`src/rtl/shifter_cmd_loader.sv`:
```
`default_nettype none
`timescale 1ns/1ps
// ============================================================================
//  Module      : shifter_cmd_loader
//  Description : Button/switch front end for the board barrel shifter.
//                Synchronises and debounces five buttons, assembles a 32-bit
//                operand nibble by nibble, latches a 5-bit shift amount and
//                issues one shift command per shift-button press under a
//                valid/ready handshake.
//  Config      : DEBOUNCE_BYPASS_EN - when defined, the debounce counters are
//                removed and the debounced level equals the synchronised level.
//  Revision    : 1.0 - initial release
// ============================================================================
module shifter_cmd_loader #(
  parameter int DB_CYCLES = 500000,  // stable cycles required to accept a level change
  parameter int DB_W      = 20       // debounce counter width, 2**DB_W > DB_CYCLES
) (
  input  logic        clk,
  input  logic        rst_n,
  input  logic [2:0]  number,
  input  logic [4:0]  data_in,
  input  logic        btn_a,
  input  logic        btn_b,
  input  logic        btn_sra,
  input  logic        btn_srl,
  input  logic        btn_sll,
  output logic        cmd_valid,
  input  logic        cmd_ready,
  output logic [31:0] operand,
  output logic [4:0]  shamt,
  output logic [1:0]  op
);

  // Button lane indices inside the packed button vectors
  localparam int c_NBTN    = 5;
  localparam int c_BTN_A   = 0;
  localparam int c_BTN_B   = 1;
  localparam int c_BTN_SRA = 2;
  localparam int c_BTN_SRL = 3;
  localparam int c_BTN_SLL = 4;

  // Operation encodings presented on op
  localparam logic [1:0] c_OP_NONE = 2'b00;
  localparam logic [1:0] c_OP_SRL  = 2'b01;
  localparam logic [1:0] c_OP_SLL  = 2'b10;
  localparam logic [1:0] c_OP_SRA  = 2'b11;

  // Command FSM states
  localparam logic [0:0] c_IDLE = 1'b0;
  localparam logic [0:0] c_PEND = 1'b1;

  logic [c_NBTN-1:0] w_btn_raw;
  logic [c_NBTN-1:0] sync1_q;
  logic [c_NBTN-1:0] sync2_q;
  logic [c_NBTN-1:0] w_deb;
  logic [c_NBTN-1:0] deb_prev_q;
  logic [c_NBTN-1:0] w_press;

  logic [0:0]  state_q,   state_d;
  logic [31:0] operand_q, operand_d;
  logic [4:0]  shamt_q,   shamt_d;
  logic [1:0]  op_q,      op_d;
  logic        valid_q,   valid_d;

  assign w_btn_raw = {btn_sll, btn_srl, btn_sra, btn_b, btn_a};

  // Two-flop synchroniser for the asynchronous button pins
  always_ff @(posedge clk or negedge rst_n) begin
    if (!rst_n) begin
      sync1_q <= '0;
      sync2_q <= '0;
    end else begin
      sync1_q <= w_btn_raw;
      sync2_q <= sync1_q;
    end
  end

`ifdef DEBOUNCE_BYPASS_EN
  // Buttons are already clean: the synchronised level is the debounced level
  assign w_deb = sync2_q;
`else
  genvar gi;
  generate
    for (gi = 0; gi < c_NBTN; gi++) begin : g_db
      logic [DB_W-1:0] cnt_q;
      logic            lvl_q;

      // Count consecutive cycles of disagreement; flip the level once it has
      // persisted for DB_CYCLES cycles, any agreement restarts the count
      always_ff @(posedge clk or negedge rst_n) begin
        if (!rst_n) begin
          cnt_q <= '0;
          lvl_q <= 1'b0;
        end else if (sync2_q[gi] == lvl_q) begin
          cnt_q <= '0;
        end else if (cnt_q == DB_W'(DB_CYCLES - 1)) begin
          cnt_q <= '0;
          lvl_q <= sync2_q[gi];
        end else begin
          cnt_q <= cnt_q + DB_W'(1);
        end
      end

      assign w_deb[gi] = lvl_q;
    end
  endgenerate
`endif

  // Remember the previous debounced level to find rising edges
  always_ff @(posedge clk or negedge rst_n) begin
    if (!rst_n) begin
      deb_prev_q <= '0;
    end else begin
      deb_prev_q <= w_deb;
    end
  end

  // One-cycle press pulse on each debounced rising edge; releases are ignored
  assign w_press = w_deb & ~deb_prev_q;

  // Command FSM next-state: loads and shift requests in IDLE, hold in PEND
  always_comb begin
    state_d   = state_q;
    operand_d = operand_q;
    shamt_d   = shamt_q;
    op_d      = op_q;
    valid_d   = valid_q;
    case (state_q)
      c_IDLE: begin
        // Loads are applied in the same update as a shift request, so the
        // issued command already carries the freshly loaded values.
        if (w_press[c_BTN_A]) begin
          operand_d[{number, 2'b00} +: 4] = data_in[3:0];
        end
        if (w_press[c_BTN_B]) begin
          shamt_d = data_in;
        end
        if (w_press[c_BTN_SRA]) begin
          op_d    = c_OP_SRA;
          valid_d = 1'b1;
          state_d = c_PEND;
        end else if (w_press[c_BTN_SRL]) begin
          op_d    = c_OP_SRL;
          valid_d = 1'b1;
          state_d = c_PEND;
        end else if (w_press[c_BTN_SLL]) begin
          op_d    = c_OP_SLL;
          valid_d = 1'b1;
          state_d = c_PEND;
        end
      end
      c_PEND: begin
        // Everything is frozen until the shifter takes the command; presses
        // arriving now are dropped rather than queued.
        if (cmd_ready) begin
          valid_d = 1'b0;
          op_d    = c_OP_NONE;
          state_d = c_IDLE;
        end
      end
      default: begin
        state_d = c_IDLE;
      end
    endcase
  end

  // Command FSM and output registers
  always_ff @(posedge clk or negedge rst_n) begin
    if (!rst_n) begin
      state_q   <= c_IDLE;
      operand_q <= '0;
      shamt_q   <= '0;
      op_q      <= c_OP_NONE;
      valid_q   <= 1'b0;
    end else begin
      state_q   <= state_d;
      operand_q <= operand_d;
      shamt_q   <= shamt_d;
      op_q      <= op_d;
      valid_q   <= valid_d;
    end
  end

  assign cmd_valid = valid_q;
  assign operand   = operand_q;
  assign shamt     = shamt_q;
  assign op        = op_q;

endmodule
`default_nettype wire
```
`config.mk`:
```
export PLATFORM = sky130hd
export DESIGN_NAME = shifter_cmd_loader
export DESIGN_NICKNAME = d
export VERILOG_FILES = /design/src/rtl/shifter_cmd_loader.sv
export SDC_FILE = /design/constraint.sdc
export NUM_CORES = 1
export LEC_CHECK = 0
export CORE_AREA = 10 10 175 144
export DETAILED_ROUTE_END_ITERATION = 10
export DIE_AREA = 0 0 185 154
export GPL_ROUTABILITY_DRIVEN = 0
export SLEW_MARGIN = 15
export SYNTH_ARGS = -nofsm -noshare
export SYNTH_HDL_FRONTEND = slang
export SYNTH_SLANG_ARGS = --single-unit
```
`constraint.sdc`:
```
create_clock -name clk -period 5.8 [get_ports clk]
set_input_delay 0.87 -clock clk [delete_from_list [all_inputs] [get_ports clk]]
set_output_delay 0.87 -clock clk [all_outputs]
set_load 0.05 [all_outputs]
```
==> flow_summary.html, run 1 <==
<table>
<tr><th>Metric</th><th>Value</th></tr>
<tr><th colspan="2">GRT</th></tr>
<tr><td>Number of antenna violations at the first check in global routing</td><td>0</td></tr>
<tr><td>Grt total ovfl</td><td>0</td></tr>
<tr><td>Maximum number of pins on one net before global-route repair</td><td>74</td></tr>
<tr><td>Total global-route track usage</td><td>around 11%</td></tr>
<tr><td>First-pass GRT wire length</td><td>between 20,000 and 30,000 um</td></tr>
<tr><td>Vias in the first global route</td><td>a little over 5,000</td></tr>
<tr><th colspan="2">Clock tree</th></tr>
<tr><td>Root buffer cell</td><td>clkbuf_16</td></tr>
<tr><td>Num CTS Buffers</td><td>17</td></tr>
<tr><td># H-tree levels</td><td>4</td></tr>
<tr><td>Clock transition at the register clock pins on the worst setup and hold paths after CTS</td><td>~60 ps</td></tr>
<tr><td>Postcts setup bufs</td><td>0</td></tr>
<tr><td>Count of clock tree sinks</td><td>161</td></tr>
<tr><td>Buffer levels on the longest clock path</td><td>2</td></tr>
<tr><td>Insertion delay of the later-clocked pin in the worst-skew pair</td><td>between 400 and 500 ps</td></tr>
<tr><td>CTS resizes</td><td>0</td></tr>
<tr><td>Hold-fix buffers at CTS</td><td>0</td></tr>
<tr><td>Clock tree from TritonCTS</td><td>done</td></tr>
<tr><th colspan="2">Detailed routing</th></tr>
<tr><td>Drt drc</td><td>0</td></tr>
<tr><td>Total number of vias</td><td>around 5,000</td></tr>
<tr><td>Avg WL per Cell</td><td>roughly 15 um</td></tr>
<tr><td>Antenna-violating nets left</td><td>0</td></tr>
<tr><td>DRT iter0 DRCs</td><td>368</td></tr>
<tr><td>Total length of routed wires</td><td>15,000 um</td></tr>
<tr><td>Ratio of routed vias to standard cells</td><td>roughly 5</td></tr>
<tr><td>Detailed-routing iteration count for the pre-antenna-repair pass</td><td>4</td></tr>
<tr><th colspan="2">Die</th></tr>
<tr><td>Die span in x</td><td>185 um</td></tr>
<tr><td>Number of top-level pins</td><td>56</td></tr>
<tr><td>Floorplan row count</td><td>48</td></tr>
<tr><td>DIE AREA</td><td>about 28,000 um^2</td></tr>
<tr><td>Starting density of the core</td><td>around a third</td></tr>
<tr><td>Floorplan Core Area</td><td>between 20,000 and 25,000 um^2</td></tr>
<tr><td>Die span in y</td><td>approximately 150 um</td></tr>
<tr><th colspan="2">Timing</th></tr>
<tr><td>Worst-case hold slack</td><td>between 200 and 300 ps</td></tr>
<tr><td>Worst-case setup margin in the final layout</td><td>2850 ps</td></tr>
<tr><td>Worst-Margin Slew</td><td>between 1000 and 1500 ps</td></tr>
<tr><td>Setup_tns</td><td>0 ps</td></tr>
<tr><td>Final cycle utilization of the critical path</td><td>between 50% and 60%</td></tr>
<tr><td>Max-slew headroom at the worst pin</td><td>a little over a quarter</td></tr>
<tr><td>Number of hold violations in the final report</td><td>0</td></tr>
<tr><td>Final max-slew violation count</td><td>0</td></tr>
<tr><td>Largest clock skew in the final design</td><td>~7.5 ps</td></tr>
<tr><td>Min cycle time layout</td><td>just under 3000 ps</td></tr>
<tr><td>Final count of negative-setup-slack endpoints</td><td>0</td></tr>
<tr><td>Peak Freq</td><td>around 0.34 GHz</td></tr>
<tr><td>Setup repair after global routing missed its margin</td><td>false</td></tr>
<tr><th colspan="2">Min path</th></tr>
<tr><td>Path category of the worst min-delay check</td><td>in -&gt; async</td></tr>
<tr><th colspan="2">Setup path</th></tr>
<tr><td>Delay of the slowest cell on the worst path</td><td>roughly 610 ps</td></tr>
<tr><td>Worst Path Required</td><td>slightly above 6000 ps</td></tr>
<tr><td>Data arrival at the endpoint of the critical path</td><td>3260 ps</td></tr>
<tr><td>Most common cell on crit path</td><td>ha_1</td></tr>
<tr><td>Critical Path Sink Type</td><td>register</td></tr>
<tr><td>Critical path class</td><td>in -&gt; reg</td></tr>
<tr><td>Startpoint class of the critical path</td><td>primary input</td></tr>
<tr><td>Max stage delay cell, worst path</td><td>clkdlybuf4s50_1</td></tr>
<tr><td>Critical path fanouts, max</td><td>6</td></tr>
<tr><td>Worst path cell trace</td><td>clkdlybuf4s50_1 &gt; inv_1 &gt; ha_1 &gt; ha_1 &gt; nand2b_1 &gt; or2_2 &gt; nor2_1 &gt; mux2_2</td></tr>
<tr><th colspan="2">Place</th></tr>
<tr><td>Place WS</td><td>between 2000 and 2500 ps</td></tr>
<tr><td>Post-DP HPWL</td><td>roughly 11,000 um</td></tr>
<tr><td>Port Buffer Count</td><td>55</td></tr>
<tr><th colspan="2">Status</th></tr>
<tr><td>Status</td><td>complete, no violations</td></tr>
<tr><th colspan="2">Power and ir drop</th></tr>
<tr><td>Total leakage power</td><td>about 3.7 nW</td></tr>
<tr><td>P per Cell Area</td><td>264 nW/um^2</td></tr>
<tr><td>Total power</td><td>roughly 2.4 mW</td></tr>
<tr><td>Peak VDD IR</td><td>0.157 mV</td></tr>
<tr><th colspan="2">Synth</th></tr>
<tr><td>Asr flop ratio synth</td><td>100%</td></tr>
<tr><td>Cells after synthesis</td><td>~670</td></tr>
<tr><td>Part of the Yosys area used for sequential elements</td><td>between 50 and 60%</td></tr>
<tr><td>Most area-hungry cell type in the Yosys netlist</td><td>dfrtp_1</td></tr>
<tr><td>Synth Net Count</td><td>around 700</td></tr>
<tr><td>Top cells by area in the synthesized netlist</td><td>dfrtp_1 54%, mux2_2 6.3%, xnor2_1 6.1%</td></tr>
<tr><td>Number of synthesis warnings</td><td>0</td></tr>
<tr><td>Most used DFF post-synth</td><td>dfrtp_1</td></tr>
<tr><td>Number of enable-type register cells in the synthesized netlist</td><td>0</td></tr>
<tr><td>Synth Cell Area</td><td>around 7500 um^2</td></tr>
<tr><td>Fraction of post-synthesis cell area in the top cell type by area</td><td>a little over half</td></tr>
<tr><td>Mean area per synthesized cell</td><td>approximately 11 um^2</td></tr>
<tr><td>Post-synth cell types</td><td>50</td></tr>
<tr><td>Cell with the most instances after synthesis</td><td>dfrtp_1</td></tr>
<tr><td>#FFs+latches synth</td><td>roughly 160</td></tr>
<tr><td>Top cells by instance count after synthesis</td><td>161 x dfrtp_1, 91 x nor2_1, 52 x xnor2_1</td></tr>
<tr><th colspan="2">Final layout</th></tr>
<tr><td>Syn-to-layout area delta</td><td>19.3%</td></tr>
<tr><td>Antenna diodes</td><td>0</td></tr>
<tr><td>Share of final-layout standard cells stronger than drive strength 1</td><td>14.4%</td></tr>
<tr><td>Number of nets in the layout</td><td>761</td></tr>
<tr><th colspan="2">Run</th></tr>
<tr><td>Number of max-capacitance violations reported</td><td>0</td></tr>
</table>
## registers in the layout, indices dropped and copies added, names as in the netlist
register and count:
cmd_valid 1, state_q 1, operand 32, shamt 5, sync1_q 5, g_db.lvl_q 5, sync2_q 5, g_db.cnt_q 100
deb_prev_q 5, op 2
## cell type report
cell class	count	area, um^2
Multi-Input combinational cell	473	3300
Timing Repair Buffer	58	574
Sequential cell	161	4030
Clock inverter	12	160
Clock buffer	19	433
Tap cell	275	344
Fill cell	2059	12600
Inverter	26	97.6
## power by group
| part | leakage (nW) | switching, mW | total, mW | internal (mW) |
|---|---|---|---|---|
| registers | 2.21 | 0.0123 | 1.15 | 1.14 |
| logic | 1.23 | 0.0524 | 0.0780 | 0.0256 |
| clock network | 0.276 | 0.454 | 1.13 | 0.677 |
| total | 3.72 | 0.519 | 2.36 | 1.84 |
## worst max-delay path, delay by kind of cell
family | cells | cell delay (ps)
adders and majority gates | 2 | 480
and+or+nand+nor | 3 | 800
muxes | 1 | 380
buffers and inverters | 2 | 730
## kinds of logic after synthesis
group,after synthesis,share of synthesized area [%]
adder cells (fa/ha/maj),8,1.34
AND/OR/NAND/NOR,302,22.7
flip-flops,161,53.8
XOR/XNOR,78,9.12
buffers and inverters,38,2.24
multiplexers,48,7.11
AO/OA/AOI/OAI,37,3.69
## per-layer routing
layer	vias to the layer above	part of all wire, %	routed length [um]	global-route usage [%]
met4	0	1.4	209	4.06
met1	2470	53	7900	16.0
met5	-	0	0	0
met2	98	41	6140	15.2
li1	2516	-	-	-
met3	17	5.3	797	3.04
## cell usage in the layout, fill, tap and decap left out, types with 17 or more instances in the layout
master           count
nor4_1              21
nand3_1             31
mux2_2              42
xor2_1              26
nor2_1              91
nor3_1              18
xnor2_1             52
clkbuf_16           17
clkdlybuf4s50_1     54
dfrtp_1            161
nand2_1             24
inv_1               26
nand4_1             37
## final timing paths
check,from,to,slack [ps],cells past startpoint
worst max-delay path,number[0],operand[7]$_DFFE_PN0P_,2850,8
worst min-delay path,rst_n,g_db[0].cnt_q[10]$_DFF_PN0_,300,1
worst max register to register,g_db[0].cnt_q[9]$_DFF_PN0_,g_db[0].cnt_q[5]$_DFF_PN0_,3580,4
worst min register to register,sync1_q[0]$_DFF_PN0_,sync2_q[0]$_DFF_PN0_,350,0
max in group asynchronous,rst_n,g_db[1].cnt_q[6]$_DFF_PN0_,4320,2
min in group clk,sync1_q[0]$_DFF_PN0_,sync2_q[0]$_DFF_PN0_,350,0
## per-stage QoR
step	instance area, um^2	std cells	util, %
final	8940	1024	41.6
after CTS	8930	1024	41.6
after global placement	8340	993	38.8
after detailed placement	8340	993	38.8
after floorplan	7490	672	-
after global routing	8940	1024	41.6
(Power assumes the default switching activity.)
==> run 2: changes to the inputs <==
==> constraint.sdc (replaced) <==
create_clock -name clk -period 2.45 [get_ports clk]
set_input_delay 0.3675 -clock clk [delete_from_list [all_inputs] [get_ports clk]]
set_output_delay 0.3675 -clock clk [all_outputs]
set_load 0.05 [all_outputs]
==> flow_summary.html, run 2 (synthesized netlist as in run 1, its figures left out) <==
<table>
<tr><th>Metric</th><th>Value</th></tr>
<tr><th colspan="2">Die</th></tr>
<tr><td>Number of top-level pins</td><td>56</td></tr>
<tr><td>Die span in x</td><td>185 um</td></tr>
<tr><td>Starting density of the core</td><td>between 30% and 40%</td></tr>
<tr><td>Floorplan Core Area</td><td>about 22,000 um^2</td></tr>
<tr><td>Floorplan row count</td><td>48</td></tr>
<tr><td>Die span in y</td><td>154 um</td></tr>
<tr><td>DIE AREA</td><td>between 20,000 and 30,000 um^2</td></tr>
<tr><th colspan="2">Clock tree</th></tr>
<tr><td>Buffer levels on the longest clock path</td><td>2</td></tr>
<tr><td>Postcts setup bufs</td><td>0</td></tr>
<tr><td>Count of clock tree sinks</td><td>161</td></tr>
<tr><td>Num CTS Buffers</td><td>17</td></tr>
<tr><td># H-tree levels</td><td>4</td></tr>
<tr><td>Insertion delay of the later-clocked pin in the worst-skew pair</td><td>420 ps</td></tr>
<tr><td>Clock tree from TritonCTS</td><td>done</td></tr>
<tr><td>Root buffer cell</td><td>clkbuf_16</td></tr>
<tr><td>Clock transition at the register clock pins on the worst setup and hold paths after CTS</td><td>roughly 60 ps</td></tr>
<tr><th colspan="2">Place</th></tr>
<tr><td>Port Buffer Count</td><td>55</td></tr>
<tr><td>Placed cell areas</td><td>8500 um^2</td></tr>
<tr><td>Post-DP HPWL</td><td>about 11,000 um</td></tr>
<tr><th colspan="2">Detailed routing</th></tr>
<tr><td>Ratio of routed vias to standard cells</td><td>between 4 and 5</td></tr>
<tr><td>Post-route met1 wirelength</td><td>between 8000 and 9000 um</td></tr>
<tr><td>Met2 wire length</td><td>6280 um</td></tr>
<tr><td>Total number of vias</td><td>between 5,000 and 6,000</td></tr>
<tr><td>Highest routed metal layer</td><td>met4</td></tr>
<tr><td>Drt drc</td><td>0</td></tr>
<tr><td>Avg WL per Cell</td><td>approximately 15 um</td></tr>
<tr><td>Total length of routed wires</td><td>15,300 um</td></tr>
<tr><td>DRT iter0 DRCs</td><td>roughly 360</td></tr>
<tr><td>Antenna-violating nets left</td><td>0</td></tr>
<tr><td>Detailed-routing iteration count for the pre-antenna-repair pass</td><td>6</td></tr>
<tr><td>Detail Route met3 WL</td><td>approximately 750 um</td></tr>
<tr><th colspan="2">Timing</th></tr>
<tr><td>Peak Freq</td><td>approximately 0.48 GHz</td></tr>
<tr><td>Max-slew headroom at the worst pin</td><td>61.5%</td></tr>
<tr><td>Final cycle utilization of the critical path</td><td>approximately 86%</td></tr>
<tr><td>Largest clock skew in the final design</td><td>a little under 7 ps</td></tr>
<tr><td>Final count of negative-setup-slack endpoints</td><td>0</td></tr>
<tr><td>Setup repair after global routing missed its margin</td><td>false</td></tr>
<tr><td>Worst-Margin Slew</td><td>between 500 and 600 ps</td></tr>
<tr><td>Setup_tns</td><td>0 ps</td></tr>
<tr><td>Worst-case hold slack</td><td>between 300 and 400 ps</td></tr>
<tr><td>Min cycle time layout</td><td>about 2100 ps</td></tr>
<tr><td>Final max-slew violation count</td><td>0</td></tr>
<tr><td>Number of hold violations in the final report</td><td>0</td></tr>
<tr><th colspan="2">Setup path</th></tr>
<tr><td>Critical path class</td><td>in -&gt; reg</td></tr>
<tr><td>Worst Path Required</td><td>~2800 ps</td></tr>
<tr><td>Critical path fanouts, max</td><td>4</td></tr>
<tr><td>Critical Path Sink Type</td><td>register</td></tr>
<tr><td>Data arrival at the endpoint of the critical path</td><td>between 2000 and 2500 ps</td></tr>
<tr><td>Startpoint class of the critical path</td><td>primary input</td></tr>
<tr><th colspan="2">Run</th></tr>
<tr><td>Number of max-capacitance violations reported</td><td>0</td></tr>
<tr><th colspan="2">GRT</th></tr>
<tr><td>Grt total ovfl</td><td>0</td></tr>
<tr><td>Number of antenna violations at the first check in global routing</td><td>0</td></tr>
<tr><td>Maximum number of pins on one net before global-route repair</td><td>between 60 and 70</td></tr>
<tr><td>First-pass GRT wire length</td><td>approximately 26,000 um</td></tr>
<tr><td>Vias in the first global route</td><td>around 5,100</td></tr>
<tr><td>Total global-route track usage</td><td>between 10 and 15%</td></tr>
<tr><th colspan="2">Final layout</th></tr>
<tr><td>Reg with most FFs</td><td>g_db.cnt_q</td></tr>
<tr><td>Number of nets in the layout</td><td>about 780</td></tr>
<tr><td>Share of final-layout standard cells stronger than drive strength 1</td><td>around 17%</td></tr>
<tr><td>Antenna diodes</td><td>0</td></tr>
<tr><td>Number of flip-flops in the largest register</td><td>100</td></tr>
<tr><td>Most frequent standard cell in the layout excluding fill and tap cells</td><td>dfrtp_1</td></tr>
<tr><td>Highest-count cells in the layout ignoring fill and taps</td><td>161 x dfrtp_1, 91 x nor2_1, 54 x clkdlybuf4s50_1, 52 x xnor2_1, 42 x mux2_2</td></tr>
<tr><td>Syn-to-layout area delta</td><td>21.5%</td></tr>
<tr><td>Post-route standard cell area excluding fillers</td><td>just over 9000 um^2</td></tr>
<tr><th colspan="2">Power and ir drop</th></tr>
<tr><td>Net switching fraction of the power</td><td>between 20% and 30%</td></tr>
<tr><td>Internal Pwr Total</td><td>between 4 and 5 mW</td></tr>
<tr><td>Clock network fraction of design power</td><td>47.3%</td></tr>
<tr><td>Sequential power share</td><td>between 40 and 50%</td></tr>
<tr><td>Total leakage power</td><td>3.83 nW</td></tr>
<tr><td>Peak VDD IR</td><td>~0.43 mV</td></tr>
<tr><td>Reported net switching power</td><td>1.27 mW</td></tr>
<tr><td>Logic gate share of total power</td><td>between 3 and 4%</td></tr>
<tr><td>P per Cell Area</td><td>roughly 600 nW/um^2</td></tr>
<tr><th colspan="2">Status</th></tr>
<tr><td>Status</td><td>complete, no violations</td></tr>
<tr><th colspan="2">Min path</th></tr>
<tr><td>Path category of the worst min-delay check</td><td>reg -&gt; reg</td></tr>
</table>
-- run 2: cell count changes in the layout (fill, tap and decap cells not counted), sizes merged --
cell,change
clkinv,+3
clkbuf,-2
inv,+1
dlygate4sd3,+1
buf,+20
bufinv,-1
-- run 2: power by group through the flow --
stage	logic [mW]	clock network, mW	registers [mW]
floorplan	0.0878	0	2.76
global placement	0.210	0	2.76
detailed placement	0.211	0	2.77
CTS	0.214	2.72	2.71
global route	0.239	2.84	2.72
finish	0.207	2.62	2.72
-- run 2: path summary, 6_finish.rpt --
path / slack (ps) / from / end / cells after the start
setup / recovery: 350 / number[0] / operand[27]$_DFFE_PN0P_ / 8
hold / removal: 350 / sync1_q[4]$_DFF_PN0_ / sync2_q[4]$_DFF_PN0_ / 0
setup reg to reg: 440 / g_db[1].cnt_q[5]$_DFF_PN0_ / g_db[1].cnt_q[11]$_DFF_PN0_ / 4
hold reg to reg: 350 / sync1_q[4]$_DFF_PN0_ / sync2_q[4]$_DFF_PN0_ / 0
max in group asynchronous: 1270 / rst_n / g_db[3].cnt_q[3]$_DFF_PN0_ / 3
min in group asynchronous: 440 / rst_n / g_db[0].cnt_q[13]$_DFF_PN0_ / 2
-- run 2: routing by layer --
layer / vias to the layer above / GRT usage, %
met5: - / 0
met1: 2498 / 16.2
met2: 84 / 15.5
li1: 2570 / -
met4: 0 / 3.17
met3: 9 / 3.30
-- run 2: final cells by class --
type	count	area, um^2
clock buffer	17	425
clock inverter	15	161
fill	2043	12400
inverter	26	97.6
multi-input combinational	473	3300
sequential	161	4030
tap	275	344
timing repair buffer	79	747
-- run 2: stage by stage --
| step | std cells | setup slack, ps | total power [mW] | util, % |
|---|---|---|---|---|
| 6_report | 1046 | 348 | 5.55 | 42.3 |
| 5_1_grt | 1046 | 175 | 5.80 | 42.3 |
| 4_1_cts | 1046 | 363 | 5.64 | 42.3 |
| 3_5_place_dp | 1013 | -61.7 | 2.98 | 39.5 |
| 3_3_place_gp | 1013 | -76.9 | 2.97 | 39.5 |
| 2_1_floorplan | 672 | 452 | 2.85 | - |
-- run 2: repair_timing --
item,CTS,global route
resized for setup,0,0
hold endpoints to repair,46,0
hold buffers,1,0
-- run 2: worst max-delay path, cell delays in order --
cell	delay [ps]
clkdlybuf4s50_1	480
inv_1	60
ha_1	210
ha_1	330
nand2b_1	190
nor4_2	260
buf_4	170
mux2_2	330
==> run 3: changes to the inputs <==
--- a/config.mk
+++ b/config.mk
@@ -5,9 +5,10 @@
 export SDC_FILE = /design/constraint.sdc
 export NUM_CORES = 1
 export LEC_CHECK = 0
-export CORE_AREA = 10 10 175 144
+export CORE_AREA = 5 5 170 139
+export CTS_BUF_LIST = sky130_fd_sc_hd__clkbuf_16
 export DETAILED_ROUTE_END_ITERATION = 10
-export DIE_AREA = 0 0 185 154
+export DIE_AREA = 0 0 175 144
 export GPL_ROUTABILITY_DRIVEN = 0
 export SLEW_MARGIN = 15
 export SYNTH_ARGS = -nofsm -noshare
==> flow_summary.html, run 3 (synthesized netlist as in run 1, its figures left out) <==
<table>
<tr><th>Metric</th><th>Value</th></tr>
<tr><th colspan="2">Final layout</th></tr>
<tr><td>Number of flip-flops in the largest register</td><td>100</td></tr>
<tr><td>Post-route standard cell area excluding fillers</td><td>slightly above 9000 um^2</td></tr>
<tr><td>Number of nets in the layout</td><td>782</td></tr>
<tr><td>Util after Layout</td><td>between 40% and 50%</td></tr>
<tr><td>Syn-to-layout area delta</td><td>21.7%</td></tr>
<tr><td>Reg with most FFs</td><td>g_db.cnt_q</td></tr>
<tr><td>Highest-count cells in the layout ignoring fill and taps</td><td>161 x dfrtp_1, 91 x nor2_1, 54 x clkdlybuf4s50_1, 52 x xnor2_1, 42 x mux2_2</td></tr>
<tr><td>Antenna diodes</td><td>0</td></tr>
<tr><td>Share of final-layout standard cells stronger than drive strength 1</td><td>roughly 17%</td></tr>
<tr><td>Final cell count without fillers</td><td>between 1,000 and 1,500</td></tr>
<tr><td>Most frequent standard cell in the layout excluding fill and tap cells</td><td>dfrtp_1</td></tr>
<tr><th colspan="2">Timing</th></tr>
<tr><td>Worst-case hold slack</td><td>about 350 ps</td></tr>
<tr><td>Final max-slew violation count</td><td>0</td></tr>
<tr><td>Setup repair after global routing missed its margin</td><td>false</td></tr>
<tr><td>Final cycle utilization of the critical path</td><td>86.4%</td></tr>
<tr><td>Largest clock skew in the final design</td><td>roughly 12 ps</td></tr>
<tr><td>Peak Freq</td><td>between 0.4 and 0.5 GHz</td></tr>
<tr><td>Final count of negative-setup-slack endpoints</td><td>0</td></tr>
<tr><td>Max-slew headroom at the worst pin</td><td>60.4%</td></tr>
<tr><td>Min cycle time layout</td><td>between 2000 and 2500 ps</td></tr>
<tr><td>Worst-Margin Slew</td><td>slightly below 600 ps</td></tr>
<tr><td>Number of hold violations in the final report</td><td>0</td></tr>
<tr><th colspan="2">Detailed routing</th></tr>
<tr><td>Ratio of routed vias to standard cells</td><td>around 4.9</td></tr>
<tr><td>Avg WL per Cell</td><td>approximately 14 um</td></tr>
<tr><td>Total number of vias</td><td>just over 5,000</td></tr>
<tr><td>Detailed-routing iteration count for the pre-antenna-repair pass</td><td>5</td></tr>
<tr><td>Total length of routed wires</td><td>about 15,000 um</td></tr>
<tr><td>Antenna-violating nets left</td><td>0</td></tr>
<tr><td>Drt drc</td><td>0</td></tr>
<tr><td>DRT iter0 DRCs</td><td>between 300 and 400</td></tr>
<tr><th colspan="2">Setup path</th></tr>
<tr><td>Worst Path Required</td><td>2750 ps</td></tr>
<tr><td>Critical path class</td><td>in -&gt; reg</td></tr>
<tr><td>R2R Setup Slk</td><td>470 ps</td></tr>
<tr><td>Critical Path Sink Type</td><td>register</td></tr>
<tr><td>Data arrival at the endpoint of the critical path</td><td>about 2400 ps</td></tr>
<tr><td>Startpoint class of the critical path</td><td>primary input</td></tr>
<tr><td>Critical path fanouts, max</td><td>4</td></tr>
<tr><th colspan="2">Clock tree</th></tr>
<tr><td>Hold-fix buffers at CTS</td><td>1</td></tr>
<tr><td>Postcts setup bufs</td><td>0</td></tr>
<tr><td>Insertion delay of the later-clocked pin in the worst-skew pair</td><td>around 420 ps</td></tr>
<tr><td>Clock tree from TritonCTS</td><td>done</td></tr>
<tr><td># H-tree levels</td><td>4</td></tr>
<tr><td>Root buffer cell</td><td>clkbuf_16</td></tr>
<tr><td>CTS resizes</td><td>0</td></tr>
<tr><td>Num CTS Buffers</td><td>17</td></tr>
<tr><td>Clock transition at the register clock pins on the worst setup and hold paths after CTS</td><td>approximately 60 ps</td></tr>
<tr><td>Count of clock tree sinks</td><td>~160</td></tr>
<tr><td>Buffer levels on the longest clock path</td><td>2</td></tr>
<tr><th colspan="2">Status</th></tr>
<tr><td>Status</td><td>complete, no violations</td></tr>
<tr><th colspan="2">Die</th></tr>
<tr><td>Starting density of the core</td><td>34.1%</td></tr>
<tr><td>Number of top-level pins</td><td>between 50 and 60</td></tr>
<tr><td>DIE AREA</td><td>roughly 25,000 um^2</td></tr>
<tr><td>Floorplan row count</td><td>~50</td></tr>
<tr><td>Die span in x</td><td>175 um</td></tr>
<tr><td>Die span in y</td><td>about 140 um</td></tr>
<tr><td>Floorplan Core Area</td><td>~22,000 um^2</td></tr>
<tr><th colspan="2">Place</th></tr>
<tr><td>Port Buffer Count</td><td>between 50 and 60</td></tr>
<tr><td>Number of cells after detailed placement</td><td>slightly above 1,000</td></tr>
<tr><td>Post-DP HPWL</td><td>slightly above 10,000 um</td></tr>
<tr><td>Placed cell areas</td><td>8520 um^2</td></tr>
<tr><th colspan="2">GRT</th></tr>
<tr><td>First-pass GRT wire length</td><td>~25,000 um</td></tr>
<tr><td>Number of antenna violations at the first check in global routing</td><td>0</td></tr>
<tr><td>Vias in the first global route</td><td>5,039</td></tr>
<tr><td>Total global-route track usage</td><td>between 10% and 20%</td></tr>
<tr><td>Grt total ovfl</td><td>0</td></tr>
<tr><td>Maximum number of pins on one net before global-route repair</td><td>between 50 and 60</td></tr>
<tr><th colspan="2">Run</th></tr>
<tr><td>Number of max-capacitance violations reported</td><td>0</td></tr>
<tr><th colspan="2">Min path</th></tr>
<tr><td>Path category of the worst min-delay check</td><td>reg -&gt; reg</td></tr>
<tr><th colspan="2">Power and ir drop</th></tr>
<tr><td>Total leakage power</td><td>3.83 nW</td></tr>
<tr><td>Peak VDD IR</td><td>0.404 mV</td></tr>
<tr><td>P per Cell Area</td><td>between 600 and 700 nW/um^2</td></tr>
</table>
==> run 3: cell type report <==
| class | instances | area, um^2 |
|---|---|---|
| multi-input cells | 473 | 3300 |
| fillers | 2131 | 12800 |
| clock buffers | 17 | 425 |
| clock inverters | 15 | 159 |
| inverters | 26 | 97.6 |
| flip-flops and latches | 161 | 4030 |
| repair buffers | 79 | 759 |
| well taps | 280 | 350 |
==> run 3: path summary, 6_finish.rpt <==
check	from	endpoint	depth (start not counted)
max	number[0]	operand[25]$_DFFE_PN0P_	8
min	sync1_q[3]$_DFF_PN0_	sync2_q[3]$_DFF_PN0_	0
max reg2reg	g_db[1].cnt_q[5]$_DFF_PN0_	g_db[1].cnt_q[12]$_DFF_PN0_	4
min reg2reg	sync1_q[3]$_DFF_PN0_	sync2_q[3]$_DFF_PN0_	0
max in group asynchronous	rst_n	g_db[3].cnt_q[11]$_DFF_PN0_	3
min in group asynchronous	rst_n	g_db[0].cnt_q[9]$_DFF_PN0_	2
==> run 3: metrics by stage <==
| stage | power, mW | setup TNS, ps | setup slack, ps |
|---|---|---|---|
| floorplan | 2.85 | 0 | 452 |
| global placement | 2.98 | -191 | -49.1 |
| detailed placement | 2.98 | -370 | -58.2 |
| CTS | 5.63 | 0 | 349 |
| global route | 5.76 | 0 | 201 |
| finish | 5.54 | 0 | 334 |
==> run 3: metal layers <==
layer  GRT usage, %  wire [um]  up-vias
met5              0          0        -
met4           4.38        187        0
met3           2.61        604       16
met2           17.6       6070       93
met1           18.2       7760     2513
li1               -          -     2573
==> run 3: critical path: stages <==
cell and delay [ps]:
clkdlybuf4s50_1 490, inv_1 70, ha_1 220, ha_1 320, nand2b_1 190, nor4_2 260, buf_4 170, mux2_2 330
==> run 3: report_power, final <==
| part | leakage [nW] | internal, mW | switching (mW) | total [mW] |
|---|---|---|---|---|
| clock | 0.271 | 1.51 | 1.10 | 2.61 |
| sequential | 2.21 | 2.69 | 0.0290 | 2.72 |
| combinational | 1.34 | 0.0803 | 0.129 | 0.210 |
